==> config.mk <==
export PLATFORM = sky130hd
export DESIGN_NAME = conv_encoder_k3_flat
export DESIGN_NICKNAME = d
export VERILOG_FILES = /design/src/rtl/conv_encoder_k3_if.sv /design/src/rtl/conv_encoder_k3.sv /design/src/flat_wrapper.sv
export SDC_FILE = /design/constraint.sdc
export NUM_CORES = 1
export LEC_CHECK = 0
export BUFFER_PORTS_ARGS = -buffer_cell sky130_fd_sc_hd__buf_2
export CAP_MARGIN = 10
export CORE_ASPECT_RATIO = 1.25
export CORE_MARGIN = 5
export CORE_UTILIZATION = 30
export DETAILED_ROUTE_END_ITERATION = 16
export HOLD_SLACK_MARGIN = 0.02
export PLACE_DENSITY = 0.54
export SYNTH_ARGS = -nofsm -noshare
export SYNTH_HDL_FRONTEND = slang
export SYNTH_SLANG_ARGS = --single-unit
==> constraint.sdc <==
create_clock -name clk -period 1.3 [get_ports clk]
set_input_delay 0.13 -clock clk [delete_from_list [all_inputs] [get_ports clk]]
set_output_delay 0.13 -clock clk [all_outputs]
set_load 0.01 [all_outputs]
==> src/rtl/conv_encoder_k3_if.sv <==
// Valid/ready stream carrying a W-bit payload plus an end-of-frame marker.
// master drives payload and valid; slave returns ready.
interface conv_encoder_k3_if #(
    parameter int W = 1
);
    logic         vld;
    logic         rdy;
    logic [W-1:0] dat;
    logic         last;

    modport master (output vld, output dat, output last, input  rdy);
    modport slave  (input  vld, input  dat, input  last, output rdy);
endinterface

==> src/rtl/conv_encoder_k3.sv <==
// Rate-1/2 feed-forward convolutional encoder, K-1 zero tail symbols per frame; 1-cycle latency,
// single output register, input stalls when the slot is full or tail is draining. Option: CONV_ENC_PUNCTURE_EN.
module conv_encoder_k3 #(
    parameter int           K  = 3,
    parameter logic [K-1:0] G0 = 3'b111,
    parameter logic [K-1:0] G1 = 3'b101
) (
    input  logic                     clk,
    input  logic                     rst_n,
    conv_encoder_k3_if.slave         i_in,
    conv_encoder_k3_if.master        o_out,
    output logic                     o_busy
`ifdef CONV_ENC_PUNCTURE_EN
    ,
    output logic [1:0]               o_out_mask
`endif
);
    localparam int CW = (K > 2) ? $clog2(K) : 1;

    typedef enum logic [1:0] {S_IDLE, S_DATA, S_TAIL} state_t;

    state_t        r_state;
    state_t        w_state_nxt;
    logic [K-2:0]  r_sr;
    logic [CW-1:0] r_tail_cnt;
    logic          r_vld;
    logic          r_last;
    logic [1:0]    r_sym;

    logic          w_slot_free;
    logic          w_in_rdy;
    logic          w_acc;
    logic          w_tail_step;
    logic          w_tail_end;
    logic          w_enc_bit;
    logic [K-1:0]  w_win;
    logic [1:0]    w_sym;

    assign w_slot_free = !r_vld || o_out.rdy;
    assign w_tail_end  = w_tail_step && (r_tail_cnt == CW'(1));
    assign w_enc_bit   = (r_state == S_TAIL) ? 1'b0 : i_in.dat[0];
    assign w_win       = {r_sr, w_enc_bit};
    assign w_sym       = {^(G1 & w_win), ^(G0 & w_win)};

    always_ff @(posedge clk or negedge rst_n) begin
        if (!rst_n) begin
            r_state <= S_IDLE;
        end else begin
            r_state <= w_state_nxt;
        end
    end

    always_comb begin
        w_state_nxt = r_state;
        case (r_state)
            S_IDLE: if (w_acc) w_state_nxt = i_in.last ? S_TAIL : S_DATA;
            S_DATA: if (w_acc && i_in.last) w_state_nxt = S_TAIL;
            S_TAIL: if (w_tail_end) w_state_nxt = S_IDLE;
            default: w_state_nxt = S_IDLE;
        endcase
    end

    // in_ready is forced low during reset so no input can be taken while rst_n is held.
    always_comb begin
        w_in_rdy    = rst_n && w_slot_free && (r_state != S_TAIL);
        w_acc       = i_in.vld && w_in_rdy;
        w_tail_step = (r_state == S_TAIL) && w_slot_free;
        o_busy      = (r_state != S_IDLE) || r_vld;
    end

    always_ff @(posedge clk or negedge rst_n) begin
        if (!rst_n) begin
            r_sr       <= '0;
            r_tail_cnt <= '0;
            r_vld      <= 1'b0;
            r_last     <= 1'b0;
            r_sym      <= 2'b00;
        end else begin
            if (w_acc || w_tail_step) begin
                r_sym  <= w_sym;
                r_vld  <= 1'b1;
                r_last <= w_tail_end;
                r_sr   <= w_win[K-2:0];
            end else if (w_slot_free) begin
                r_vld  <= 1'b0;
                r_last <= 1'b0;
            end

            if (w_acc && i_in.last) begin
                r_tail_cnt <= CW'(K - 1);
            end else if (w_tail_step) begin
                r_tail_cnt <= r_tail_cnt - CW'(1);
            end
        end
    end

`ifdef CONV_ENC_PUNCTURE_EN
    // Phase tracks the data-symbol index within the frame; symbols leave in order, so
    // toggling on load matches toggling on transfer.
    logic       r_phase;
    logic [1:0] r_mask;

    always_ff @(posedge clk or negedge rst_n) begin
        if (!rst_n) begin
            r_phase <= 1'b0;
            r_mask  <= 2'b00;
        end else if (w_acc) begin
            r_mask  <= ((r_state == S_IDLE) || !r_phase) ? 2'b11 : 2'b01;
            r_phase <= (r_state == S_IDLE) ? 1'b1 : ~r_phase;
        end else if (w_tail_step) begin
            r_mask  <= 2'b11;
        end
    end

    assign o_out_mask = r_mask;
`endif

    assign i_in.rdy   = w_in_rdy;
    assign o_out.vld  = r_vld;
    assign o_out.dat  = r_sym;
    assign o_out.last = r_last;
endmodule

==> src/flat_wrapper.sv <==
// flat-port wrapper written by rule: the top's interface ports become plain ports
module conv_encoder_k3_flat 
#(
    parameter int           K  = 3,
    parameter logic [K-1:0] G0 = 3'b111,
    parameter logic [K-1:0] G1 = 3'b101
)
  (clk, rst_n, o_busy, i_in_vld, i_in_dat, i_in_last, i_in_rdy, o_out_vld, o_out_dat, o_out_last, o_out_rdy);
  conv_encoder_k3_if #(.W(1)) i_in_i ();
  conv_encoder_k3_if #(.W(2)) o_out_i ();
  input  logic clk;
  input  logic rst_n;
  output logic o_busy;
  input wire logic [$bits(i_in_i.vld)-1:0] i_in_vld;
  input wire logic [$bits(i_in_i.dat)-1:0] i_in_dat;
  input wire logic [$bits(i_in_i.last)-1:0] i_in_last;
  output wire logic [$bits(i_in_i.rdy)-1:0] i_in_rdy;
  output wire logic [$bits(o_out_i.vld)-1:0] o_out_vld;
  output wire logic [$bits(o_out_i.dat)-1:0] o_out_dat;
  output wire logic [$bits(o_out_i.last)-1:0] o_out_last;
  input wire logic [$bits(o_out_i.rdy)-1:0] o_out_rdy;
  assign i_in_i.vld = i_in_vld;
  assign i_in_i.dat = i_in_dat;
  assign i_in_i.last = i_in_last;
  assign i_in_rdy = i_in_i.rdy;
  assign o_out_vld = o_out_i.vld;
  assign o_out_dat = o_out_i.dat;
  assign o_out_last = o_out_i.last;
  assign o_out_i.rdy = o_out_rdy;
  conv_encoder_k3 #(.K(K), .G0(G0), .G1(G1)) u_core (.clk(clk), .rst_n(rst_n), .i_in(i_in_i), .o_out(o_out_i), .o_busy(o_busy));
endmodule
==> results_dict.tcl <==
set metrics [dict create \
    drc 0 \
    syn_nets 52 \
    worst_r2r_path_depth 3 \
    cts_root_buf "clkbuf_4" \
    cts_tree "done" \
    layout_common_cells "buf_2 (10), dfrtp_1 (10), buf_4 (5)" \
    reg2reg_to "u_core.o_out.dat[0]" \
    final_hold_viol_count 0 \
    cts.reportedPaths.clkPinSlew_ps 60 \
    worst_pin_slew_ps 446 \
    r2r-start "u_core.o_out.vld" \
    rsz0062_at_grt "true" \
    place_hpwl_um 777 \
    critPathSlowestCell "dfrtp_1" \
    clock.fmax_mhz 769 \
    synth-edff-count 0 \
    skew_ps 1.23 \
    critPathRequiredTime_ps 1170 \
    path_cells "or3_1, buf_2" \
    crit_family "flip-flops" \
    core_area_sq_um 1580 \
    worst-path-buf-inv 1 \
    htreeDepth 1 \
    num_rows 16 \
    ys_seq_area_share_pct 50.1 \
    synthFlopType "dfrtp_1" \
    area_growth_pct 35.6 \
    ant_nets 0 \
    ios 12 \
    setup_viol 0 \
    grt_usage_pct 9.24 \
    hold_path_startpoint "i_in_last" \
    ir_drop_uv 1010 \
    drtPass1Iterations 4 \
    routed_wl_mm 1.05 \
    hold_path.class "input pin to flip-flop" \
    grt_pass1_wl_mm 1.71 \
    overflow 0 \
    status "completed" \
    endpoint_kind "output pin" \
    clock_sinks 10 \
    diodes 0 \
    reg2reg_slack_ps 40 \
    slew_violations 0 \
    holdPathStages 3 \
    cts_made_buffers 3 \
    p_total_mw 1.51 \
    io_buffer_count 11 \
    synth_seq_cells 10 \
    die_x_um 46.5 \
    relSlewSlack_pct 70.2 \
    viasPerCell 4.88 \
    ys_async_sr_fraction_pct 100 \
    cpPeakStageDelay_ps 390 \
    syn_area_sq_um 499 \
    synth_cell_types 25 \
    vias 410 \
    start_kind "flip-flop" \
    post-route-period-util_pct 100 \
    fin_nets 74 \
    min_to "u_core.r_state[1]" \
    fin_util_pct 42.8 \
    power_density_nw_per_um2 2230 \
    antenna_found_initial 0 \
    start_util_pct 31.6 \
    die_h_um 55.6 \
    cap_violations 0 \
    gp_congestion 0.747 \
    period_minus_slack_ps 1300 \
    grt_pass1_vias 409 \
    yosys_warnings 0 \
    cts_buffer_depth 2 \
    layout-drive-gt1-share_pct 40.9 \
    syn_inst 45 \
    worstPathArrival_ps 1170 \
    worstSetupPathType "flip-flop to output pin" \
    drt_iter0_drc 9 \
    dieArea_sq_um 2590 \
    critPathMaxFanout 3 \
    syn_area_per_cell_sq_um 11.1 \
    grt_max_degree 11 \
    p_leak_nw 0.333 \
    worstSkewPairLatency_ps 270 \
    routedWlPerCell_um 12.5 \
]
==> report_power, final <==
part           total, mW  switching (mW)  internal [mW]
sequential         0.536          0.0964          0.439
clock              0.283           0.113          0.170
combinational      0.688           0.308          0.380
total               1.51           0.517          0.990
==> logic make-up after synthesis <==
kind of cell	after synthesis	share of synthesized area (%)
mux	3	7.27
flops	10	50.1
simple gates	16	19.8
buf+inv	3	2.26
xor+xnor	3	5.26
compound gates	9	12.8
fa+ha+maj	1	2.51
==> cells in the mapped netlist (2+ instances only) <==
library cell	count	area share, %
dfrtp_1	10	50
nand2_1	2	1.5
nor2_1	2	1.5
nand3_1	3	3.0
inv_1	3	2.3
xor2_1	2	3.5
nand2b_1	3	3.8
a21oi_1	3	3.0
==> routing by layer <==
layer | part of all wire (%) | track usage [%] | vias up
met3 | 7.8 | 1.94 | 5
met2 | 46 | 13.0 | 15
met5 | 0 | 0 | -
li1 | - | - | 196
met4 | 2.0 | 5.28 | 0
met1 | 44 | 12.6 | 194
==> registers in the layout, summed over array words and instances, names as in the netlist <==
| signal | flops |
|---|---|
| u_core.o_out.dat | 2 |
| u_core.r_sr | 2 |
| u_core.r_state | 2 |
| u_core.r_tail_cnt | 2 |
| u_core.o_out.last | 1 |
| u_core.o_out.vld | 1 |
==> per-stage QoR <==
step	worst slack, ps	cells	setup TNS (ps)	hold slack, ps	cell area (sq um)
after global routing	-59.6	84	-104	144	677
after global placement	104	76	0	93.3	592
after floorplan	51.3	45	0	-166	499
final	0.266	84	0	126	677
after CTS	-15.3	83	-15.3	135	653
after detailed placement	66.7	76	0	98.2	592
==> worst max-delay path by stage <==
stage                      start             end  slack [ps]  cells past startpoint
6_report       u_core.r_state[0]          o_busy         0.3                      2
5_1_grt         u_core.o_out.vld          o_busy         -60                      2
4_1_cts         u_core.o_out.vld          o_busy         -20                      2
3_5_place_dp    u_core.o_out.vld  u_core.r_sr[1]          70                      3
3_3_place_gp    u_core.o_out.vld  u_core.r_sr[1]         100                      3
2_1_floorplan   u_core.o_out.vld  u_core.r_sr[1]          50                      3
==> layout make-up <==
type                       instances  area [sq um]
clock buffer                       4          36.3
fill                             156           905
inverter                           3          11.3
multi-input combinational         32           248
sequential                        10           250
tap                               18          22.5
timing repair buffer              17           109
==> worst reg2reg max path: cells and delay by family, from the launching register on <==
kind,cells,cell delay (ps)
compound gates,1,170
flops,1,400
mux,1,320
simple gates,1,250
==> timing repair <==
item | 4_1_cts | 5_1_grt
endpoints found under the hold margin | 10 | 0
resized for setup | 0 | 4
buffers inserted | 2 | 1
pin swaps | 1 | 2
endpoints found under the setup margin | 2 | 4
hold buffers | 1 | 0
(Power assumes the default switching activity.)
